===== config.mk =====
export PLATFORM = sky130hd
export DESIGN_NAME = spi_reg_seq
export DESIGN_NICKNAME = d
export VERILOG_FILES = /design/src/rtl/spi_reg_seq_pkg.sv /design/src/rtl/spi_reg_seq_fifo.sv /design/src/rtl/spi_reg_seq.sv
export SDC_FILE = /design/constraint.sdc
export NUM_CORES = 1
export LEC_CHECK = 0
export BUFFER_PORTS_ARGS = -buffer_cell sky130_fd_sc_hd__buf_4
export CAP_MARGIN = 20
export CORE_MARGIN = 2
export CORE_UTILIZATION = 25
export CTS_BUF_LIST = sky130_fd_sc_hd__clkbuf_2 sky130_fd_sc_hd__clkbuf_4 sky130_fd_sc_hd__clkbuf_8
export DETAILED_ROUTE_END_ITERATION = 6
export PLACE_DENSITY = 0.4
export RECOVER_POWER = 50
export SYNTH_ARGS = -nofsm -noshare
export SYNTH_HDL_FRONTEND = slang
export SYNTH_SLANG_ARGS = --single-unit
export TNS_END_PERCENT = 100

===== constraint.sdc =====
create_clock -name clk_in -period 2.8 [get_ports clk_in]
set_input_delay 0.42 -clock clk_in [delete_from_list [all_inputs] [get_ports clk_in]]
set_output_delay 0.42 -clock clk_in [all_outputs]
set_load 0.005 [all_outputs]

===== src/rtl/spi_reg_seq_pkg.sv =====
// spi_reg_seq shared definitions: SPI frame layout and sequencer states.
// Frame is 24 bits MSB first: rw, 7-bit address, 16-bit data.
package spi_reg_seq_pkg;

  localparam int FRAME_W  = 24;
  localparam int RW_BIT   = 23;
  localparam int ADDR_MSB = 22;
  localparam int ADDR_LSB = 16;
  localparam int DATA_MSB = 15;
  localparam int DATA_LSB = 0;

  localparam logic [4:0] FRAME_NBITS = 5'd23;

  localparam logic [2:0] ST_IDLE      = 3'd0;
  localparam logic [2:0] ST_REQ       = 3'd1;
  localparam logic [2:0] ST_WAIT_BUSY = 3'd2;
  localparam logic [2:0] ST_WAIT_DONE = 3'd3;
  localparam logic [2:0] ST_GAP       = 3'd4;
  localparam logic [2:0] ST_RESP      = 3'd5;

  typedef enum logic [2:0] {
    S_IDLE      = ST_IDLE,
    S_REQ       = ST_REQ,
    S_WAIT_BUSY = ST_WAIT_BUSY,
    S_WAIT_DONE = ST_WAIT_DONE,
    S_GAP       = ST_GAP,
    S_RESP      = ST_RESP
  } state_e;

  // Reads carry no payload, so the data field is zeroed.
  function automatic logic [FRAME_W-1:0] pack_frame(
    input logic        rw,
    input logic [6:0]  addr,
    input logic [15:0] wdata
  );
    return {rw, addr, rw ? 16'h0000 : wdata};
  endfunction

endpackage


===== src/rtl/spi_reg_seq_fifo.sv =====
// spi_cmd_fifo: synchronous command FIFO with full/empty flags and count.
// Push while full is accepted when a pop happens in the same cycle.
module spi_cmd_fifo #(
  parameter int W     = 24,
  parameter int DEPTH = 4
) (
  input  logic                       clk_in,
  input  logic                       nrst,
  input  logic                       push_i,
  input  logic [W-1:0]               wdata_i,
  input  logic                       pop_i,
  output logic [W-1:0]               rdata_o,
  output logic                       full_o,
  output logic                       empty_o,
  output logic [$clog2(DEPTH):0]     count_o
);

  localparam int AW = $clog2(DEPTH);
  localparam logic [AW:0] FULL_CNT = (AW+1)'(DEPTH);

  logic [W-1:0]  mem_q [DEPTH];
  logic [AW-1:0] wr_q, wr_d;
  logic [AW-1:0] rd_q, rd_d;
  logic [AW:0]   cnt_q, cnt_d;
  logic          do_push, do_pop;

  assign full_o  = (cnt_q == FULL_CNT);
  assign empty_o = (cnt_q == '0);
  assign count_o = cnt_q;
  assign rdata_o = mem_q[rd_q];

  assign do_pop  = pop_i && !empty_o;
  assign do_push = push_i && (!full_o || do_pop);

  always_comb begin
    wr_d  = wr_q;
    rd_d  = rd_q;
    cnt_d = cnt_q;
    if (do_push) wr_d = wr_q + 1'b1;
    if (do_pop)  rd_d = rd_q + 1'b1;
    unique case ({do_push, do_pop})
      2'b10:   cnt_d = cnt_q + 1'b1;
      2'b01:   cnt_d = cnt_q - 1'b1;
      default: cnt_d = cnt_q;
    endcase
  end

  always_ff @(posedge clk_in or negedge nrst) begin
    if (!nrst) begin
      wr_q  <= '0;
      rd_q  <= '0;
      cnt_q <= '0;
    end else begin
      wr_q  <= wr_d;
      rd_q  <= rd_d;
      cnt_q <= cnt_d;
    end
  end

  always_ff @(posedge clk_in) begin
    if (do_push) mem_q[wr_q] <= wdata_i;
  end

endmodule


===== src/rtl/spi_reg_seq.sv =====
// spi_reg_seq: queues host register commands, runs one SPI frame each
// through the master and returns one response per command, in order.
module spi_reg_seq
  import spi_reg_seq_pkg::*;
#(
  parameter int ADDR_W     = 7,
  parameter int DATA_W     = 16,
  parameter int FIFO_DEPTH = 4,
  parameter int GAP_CYCLES = 8
) (
  input  logic              clk_in,
  input  logic              nrst,
  input  logic              cmd_valid,
  output logic              cmd_ready,
  input  logic              cmd_rw,
  input  logic [ADDR_W-1:0] cmd_addr,
  input  logic [DATA_W-1:0] cmd_wdata,
  output logic              rsp_valid,
  input  logic              rsp_ready,
  output logic              rsp_rw,
  output logic [ADDR_W-1:0] rsp_addr,
  output logic [DATA_W-1:0] rsp_rdata,
  output logic              m_request,
  output logic [4:0]        m_nbits,
  output logic [31:0]       m_mosi_data,
  input  logic [31:0]       m_miso_data,
  input  logic              m_ready
);

  if (ADDR_W != 7 || DATA_W != 16) begin : g_fmt_chk
    $error("spi_reg_seq: frame format requires ADDR_W=7 and DATA_W=16");
  end
  if (FIFO_DEPTH < 2 || (FIFO_DEPTH & (FIFO_DEPTH - 1)) != 0) begin : g_depth_chk
    $error("spi_reg_seq: FIFO_DEPTH must be a power of two >= 2");
  end
  if (GAP_CYCLES < 0 || GAP_CYCLES > 255) begin : g_gap_chk
    $error("spi_reg_seq: GAP_CYCLES must be in 0..255");
  end

  localparam int CW = $clog2(FIFO_DEPTH) + 1;

  state_e               state_q, state_d;
  logic [FRAME_W-1:0]   hold_q, hold_d;
  logic [7:0]           gap_q, gap_d;
  logic                 rsp_rw_q, rsp_rw_d;
  logic [ADDR_W-1:0]    rsp_addr_q, rsp_addr_d;
  logic [DATA_W-1:0]    rsp_rdata_q, rsp_rdata_d;

  logic                 fifo_push, fifo_pop;
  logic                 fifo_full, fifo_empty;
  logic [FRAME_W-1:0]   fifo_wdata, fifo_rdata;
  logic [CW-1:0]        fifo_cnt;

  // Upper miso bits hold stale shift data; fill level is informational.
  logic unused_bits;
  assign unused_bits = ^{m_miso_data[31:16], fifo_cnt};

  assign fifo_push  = cmd_valid && cmd_ready;
  assign fifo_wdata = pack_frame(cmd_rw, cmd_addr, cmd_wdata);

  spi_cmd_fifo #(
    .W     (FRAME_W),
    .DEPTH (FIFO_DEPTH)
  ) u_fifo (
    .clk_in  (clk_in),
    .nrst    (nrst),
    .push_i  (fifo_push),
    .wdata_i (fifo_wdata),
    .pop_i   (fifo_pop),
    .rdata_o (fifo_rdata),
    .full_o  (fifo_full),
    .empty_o (fifo_empty),
    .count_o (fifo_cnt)
  );

  assign cmd_ready   = !fifo_full;
  assign rsp_valid   = (state_q == S_RESP);
  assign rsp_rw      = rsp_rw_q;
  assign rsp_addr    = rsp_addr_q;
  assign rsp_rdata   = rsp_rdata_q;
  assign m_request   = (state_q == S_REQ);
  assign m_nbits     = FRAME_NBITS;
  assign m_mosi_data = {8'h00, hold_q};

  always_comb begin
    state_d     = state_q;
    hold_d      = hold_q;
    gap_d       = gap_q;
    rsp_rw_d    = rsp_rw_q;
    rsp_addr_d  = rsp_addr_q;
    rsp_rdata_d = rsp_rdata_q;
    fifo_pop    = 1'b0;

    if (gap_q != 8'd0) gap_d = gap_q - 8'd1;

    unique case (state_q)
      S_IDLE: begin
        if (gap_q != 8'd0) begin
          state_d = S_GAP;
        end else if (!fifo_empty) begin
          fifo_pop = 1'b1;
          hold_d   = fifo_rdata;
          state_d  = S_REQ;
        end
      end
      S_GAP: begin
        if (gap_q <= 8'd1) state_d = S_IDLE;
      end
      S_REQ: begin
        state_d = S_WAIT_BUSY;
      end
      // Ready is still high from the previous frame until the master starts.
      S_WAIT_BUSY: begin
        if (!m_ready) state_d = S_WAIT_DONE;
      end
      S_WAIT_DONE: begin
        if (m_ready) begin
          rsp_rw_d    = hold_q[RW_BIT];
          rsp_addr_d  = hold_q[ADDR_MSB:ADDR_LSB];
          rsp_rdata_d = hold_q[RW_BIT] ? m_miso_data[DATA_MSB:DATA_LSB] : '0;
          gap_d       = 8'(GAP_CYCLES);
          state_d     = S_RESP;
        end
      end
      S_RESP: begin
        if (rsp_ready) state_d = S_IDLE;
      end
      default: state_d = S_IDLE;
    endcase
  end

  always_ff @(posedge clk_in or negedge nrst) begin
    if (!nrst) begin
      state_q     <= S_IDLE;
      hold_q      <= '0;
      gap_q       <= '0;
      rsp_rw_q    <= 1'b0;
      rsp_addr_q  <= '0;
      rsp_rdata_q <= '0;
    end else begin
      state_q     <= state_d;
      hold_q      <= hold_d;
      gap_q       <= gap_d;
      rsp_rw_q    <= rsp_rw_d;
      rsp_addr_q  <= rsp_addr_d;
      rsp_rdata_q <= rsp_rdata_d;
    end
  end

endmodule


# After elaboration in Yosys (flattened, before gate mapping)
# Memories as Yosys holds them, arrays and structs flattened. A register that Yosys moved wholly into a read port is not among the register bits.
# Index checks and enable logic that the tools add are counted.
# Widths: inputs -> output; s select.
[classes] n_bitwise=2 reduce_logical=14 shifts=0 addsub=5 multipliers=0 muxes=18 eq_ne=13 n_lt_le_gt_ge=1 n_div=0
[op_table] cell="$mux 16" n=2
[op_table] cell="$mux 8" n=3
[op_table] cell="$mux 3" n=6
[op_table] cell="$pmux 3 s6" n=1
[op_table] cell="$eq 3x3->1 const B" n=3
[op_table] cell="$le 8x1->1 const B" n=1
[op_table] cell="$reduce_bool 8->1" n=1
[op_table] cell="$sub 8x1->8 const B" n=1
[op_table] cell="$eq 3x2->1 const B" n=2
[op_table] cell="$logic_not 3->1" n=2
[op_table] cell="$ne 2x2->1 const B" n=3
[op_table] cell="$pmux 3 s2" n=1
[op_table] cell="$mux 1" n=5
[op_table] cell="$reduce_and 5->1" n=1
[op_table] cell="$add 2x1->2 const B" n=2
[op_table] cell="$add 3x1->3 const B" n=1
[op_table] cell="$eq 3x1->1 const B" n=1
[op_table] cell="$logic_and 1x1->1" n=3
[op_table] cell="$logic_not 1->1" n=3
[op_table] cell="$ne 3x3->1 const B" n=1
[op_table] cell="$reduce_and 3->1" n=1
[op_table] cell="$sub 3x1->3 const B" n=1
[op_table] cell="$eq 2x1->1 const B" n=1
[op_table] cell="$eq 2x2->1 const B" n=1
[op_table] cell="other kinds (5)" n=6
[totals] register_bits=42 latch_bits=0 word_cells=62 romBits=0 mem_count=1 in_bits=61 ram_bits=96 output_inout_bits=64
[mem_list] memory="u_fifo.mem_q" words=4 word_bits=24 rd=1 rd_ports_with_merged_regs=1 write_ports=1 line="spi_reg_seq_fifo.sv:21" rtl="logic [W-1:0] mem_q [DEPTH];"

# Depth between registers and ports, before layout
[logic_depth] ltp_word=9 depth_mapped=12 depth_no_buf=11

# Hierarchy
# From an unflattened synthesis, not the netlist that was laid out.
[hier_totals] cells_unflattened=415 area_unflattened_um2=6749.0
[modules_own_cells] module="spi_cmd_fifo" instances=1 area_each_um2=3973.8 cells_each=178 seq_area_each_um2=3057.9
[modules_own_cells] module="spi_reg_seq" instances=1 area_each_um2=2775.2 cells_each=237 seq_area_each_um2=1476.4

# Worst setup path after synthesis
# OpenSTA, ideal clock, no wires.
[synth_path] kind="register to register" from="register gap_q[0]" to="register u_fifo.cnt_q[2], in the netlist u_fifo.count_o[2]" stages_incl_launch_ff=13 setup_slack_ns=0.273 setup_time_ns=0.079 t_required_ns=2.721 path_buffers=1 arrival_ns=2.448 synth_period_minus_slack_ns=2.527 path_cell_list="dfrtp_1 inv_1 ha_1 nor3b_2 nand4b_4 buf_6 inv_1 ha_1 inv_1 fa_1 xor2_1 nor2_1 xor2_1"
[synth_between] elab_chain_len=8 elab_cells_between_ends=10 classes_between="2 x eq/ne; 3 x mux; 5 x reduce/logical"
[synth_rtl] element="from (decl)" line="spi_reg_seq.sv:44" rtl="logic [7:0] gap_q, gap_d;"
[synth_rtl] element="from (signal assigned)" line="spi_reg_seq.sv:143" rtl="gap_q <= gap_d;"
[synth_rtl] element="$reduce_bool 8->1 *" line="spi_reg_seq.sv:98" rtl="if (gap_q != 8'd0) begin"
[synth_rtl] element="$mux 1 *" line="spi_reg_seq.sv:98"
[synth_rtl] element="$mux 1 *" line="spi_reg_seq.sv:96" rtl="unique case (state_q)"
[synth_rtl] element="$logic_and 1x1->1 *" line="spi_reg_seq_fifo.sv:32" rtl="assign do_pop = pop_i && !empty_o;"
[synth_rtl] element="via u_fifo.do_pop" line="spi_reg_seq_fifo.sv:25" rtl="logic do_push, do_pop;"
[synth_rtl] element="$logic_or 1x1->1" line="spi_reg_seq_fifo.sv:33" rtl="assign do_push = push_i && (!full_o || do_pop);"
[synth_rtl] element="$logic_and 1x1->1" line="spi_reg_seq_fifo.sv:33"
[synth_rtl] element="$eq 2x1->1 or $eq 2x2->1 (tied branches)" line="spi_reg_seq_fifo.sv:41" rtl="unique case ({do_push, do_pop})"
[synth_rtl] element="$pmux 3 s2 or $reduce_bool 2->1 (tied branches)"
[synth_rtl] element="to (signal assigned)" line="spi_reg_seq_fifo.sv:56" rtl="cnt_q <= cnt_d;"
[synth_rtl] element="to (decl)" line="spi_reg_seq_fifo.sv:24" rtl="logic [AW:0] cnt_q, cnt_d;"
# Mark *: on every way through the listed nets, which the timed path passes. The rest lies on a longest branch.
# A chain may end at the register's enable or synchronous reset.

# Final worst setup path
# Ends and elaborated chain as after synthesis.

==> results.cfg <==
[status]
status = finished clean

[cells_and_area]
fillers = 2591
drive_gt1_share_pct = 37.2
final_cells = 849
final_common_cell = edfxtp_1
syn_to_final_growth_pct = 21.6
layout_common_cells = edfxtp_1 (96), buf_4 (88), dfrtp_1 (65)
final_nets = 569

[global_routing]
first_global_vias = 3703
grt_use_total_pct = 10.4
grt_pass1_wl_microns = 21700
antenna_found_initial = 1
grt_overflow = 0
grt_max_degree = 34

[clock_network]
clock_path_buffers = 2
cts_resized = 0
htree_levels = 4
cts_made_buffers = 17
clkTransAtPathRegs_ns = 0.09
cts-root-buf = clkbuf_8
cts_sinks = 162
cts_tree = built
postCtsSetupBuffers = 0
clk_latency_ns = 0.46

[synthesis]
mappedNetlistArea_sq_mm = 0.00664
synth-edff-count = 96
yosys_register_bits = 162
synthArstFlopShare_pct = 40.7
postSynthAreaPerCell_sq_um = 16.6
synth_cells = 400
synth_flop_cell = edfxtp_1
ys_warn_count = 0
seq_area_frac_synth_pct = 68.3
synth.distinct_cells = 44

[timing]
finalHoldWorstSlack_ns = 0.183
fmax_mhz = 395
slew_violations = 0
fin_skew_ns = 0.0190
setup_violations = 0
setup-tns-final_ns = 0
period_needed_ns = 2.53
post-route-period-util_pct = 90.3
rsz0062_at_grt = no
worstMarginPinSlew_ns = 1.15
slew_headroom_pct = 23.2
hold_viol_final = 0

[routing]
routedWlPerCell_microns = 16.5
wl_met3_microns = 802
viasPerCell = 4.22
wl_met1_microns = 6450
wl_met2_microns = 6660
via_count = 3582
wl_microns = 14000
drt_iter0_drc = 180
top_layer_used = met4
ant_nets = 0
route.detailed.drc = 0
dr.pass1.iters = 4

[power]
peakVddDrop_mv = 0.232
leakagePower_nw = 3.25
p_per_area_mw_per_mm2 = 661

[floorplanning]
core_area_sq_mm = 0.0261
io_pins = 125
die_y_microns = 167
die_area_sq_mm = 0.0279
dieWidth_microns = 167
initial_core_util_pct = 25.5
row_count = 59

[setup_path]
cp-start-kind = flop
arrival_ns = 2.90
crit_type = flop to flop
end_kind = flop
critPathRequiredTime_ns = 3.17
crit_path_max_fanout = 5

[placement]
port_buffers = 95
hpwl_microns = 8850
placedCellCount = 815
gp_congestion = 0.713

[hold_path]
hold_class = input pin to flop

[run]
cap_violations = 0
report_power, final:
part | leakage, nW | internal [W] | switching (W)
clock network | 0.210 | 0.000838 | 0.000973
logic | 1.27 | 0.000204 | 0.000348
registers | 1.77 | 0.00289 | 0.0000849
total | 3.25 | 0.00393 | 0.00141
registers in the layout, indices dropped and copies added, names as in the netlist:
register	cells
u_fifo.rd_q	2
rsp_rdata	16
state_q	3
u_fifo.count_o	3
hold_q	24
u_fifo.mem_q	96
u_fifo.wr_q	2
rsp_rw	1
rsp_addr	7
gap_q	8
metrics by stage:
stage	utilization [%]	cell area (sq um)	power, W	worst slack (ns)
after detailed placement	29.5	7680	0.00362	0.272
final	31.0	8070	0.00534	0.271
after CTS	31.1	8110	0.00546	0.281
after global routing	31.0	8070	0.00562	0.0549
after floorplan	-	6680	0.00335	0.273
after global placement	29.5	7680	0.00358	0.361
cells in the mapped netlist (3+ instances only):
library cell,n,area [sq um]
edfxtp_1,96,2880
dfrtp_1,66,1650
nand2_1,34,128
mux4_2,24,541
o21ai_0,21,105
mux2_4,17,255
nor2b_1,17,106
mux2_2,16,180
buf_4,13,97.6
clkbuf_1,12,45.0
inv_1,10,37.5
and3_1,7,43.8
ha_1,7,87.6
a21oi_1,6,30.0
buf_2,5,25.0
xnor2_1,4,35.0
buf_6,3,33.8
nor2_1,3,11.3
nor3_1,3,15.0
or3_1,3,18.8
xor2_1,3,26.3
kinds of logic after synthesis:
logic type,after synthesis,share of synthesized area [%]
XOR/XNOR,7,0.924
flip-flops,162,68.3
AND/OR/NAND/NOR,84,7.46
AO/OA/AOI/OAI,35,2.96
adder cells (fa/ha/maj),8,1.62
buffers and inverters,43,3.60
other,2,0.113
multiplexers,59,15.0
final cells by class:
type / instances / area [sq um] / share of cell area, %
tap: 335 / 419 / 5.19
antenna: 1 / 2.50 / 0.0310
multi-input combinational: 206 / 1910 / 23.7
clock inverter: 15 / 188 / 2.33
timing repair buffer: 103 / 743 / 9.21
clock buffer: 17 / 234 / 2.90
sequential: 162 / 4540 / 56.2
inverter: 10 / 37.5 / 0.465
worst max-delay path: stages, from the launching register on:
cell and delay [ns]:
dfrtp_1 0.42, inv_1 0.09, ha_1 0.24, nor3b_2 0.45, nand4b_4 0.14, inv_1 0.08
ha_1 0.18, inv_1 0.06, fa_1 0.37, xor2_1 0.15, nor2_1 0.11, xor2_1 0.18
metal layers:
| metal | GRT usage [%] | vias up |
|---|---|---|
| met5 | 0 | - |
| met4 | 3.82 | 0 |
| met3 | 3.14 | 10 |
| met2 | 16.5 | 110 |
| met1 | 13.6 | 1807 |
| li1 | - | 1655 |
timing repair:
item / CTS / global route
hold endpoints to repair: 31 / 0
hold buffers: 1 / 0
setup endpoints to repair: 0 / 0
worst paths after layout:
| check | from | cells past startpoint | end | slack, ns |
|---|---|---|---|---|
| worst max-delay path | gap_q[0]$_DFF_PN0_ | 11 | u_fifo.count_o[2]$_DFFE_PN0P_ | 0.27 |
| worst max register to register | gap_q[0]$_DFF_PN0_ | 11 | u_fifo.count_o[2]$_DFFE_PN0P_ | 0.27 |
| min in group asynchronous | nrst | 2 | rsp_rdata[9]$_DFFE_PN0P_ | 0.47 |
| max in group asynchronous | nrst | 3 | gap_q[1]$_DFF_PN0_ | 1.05 |
| worst min register to register | rsp_rdata[11]$_DFFE_PN0P_ | 2 | rsp_rdata[11]$_DFFE_PN0P_ | 0.49 |
| worst min-delay path | m_ready | 2 | state_q[1]$_DFFE_PN0P_ | 0.18 |
(Power assumes the default switching activity.)
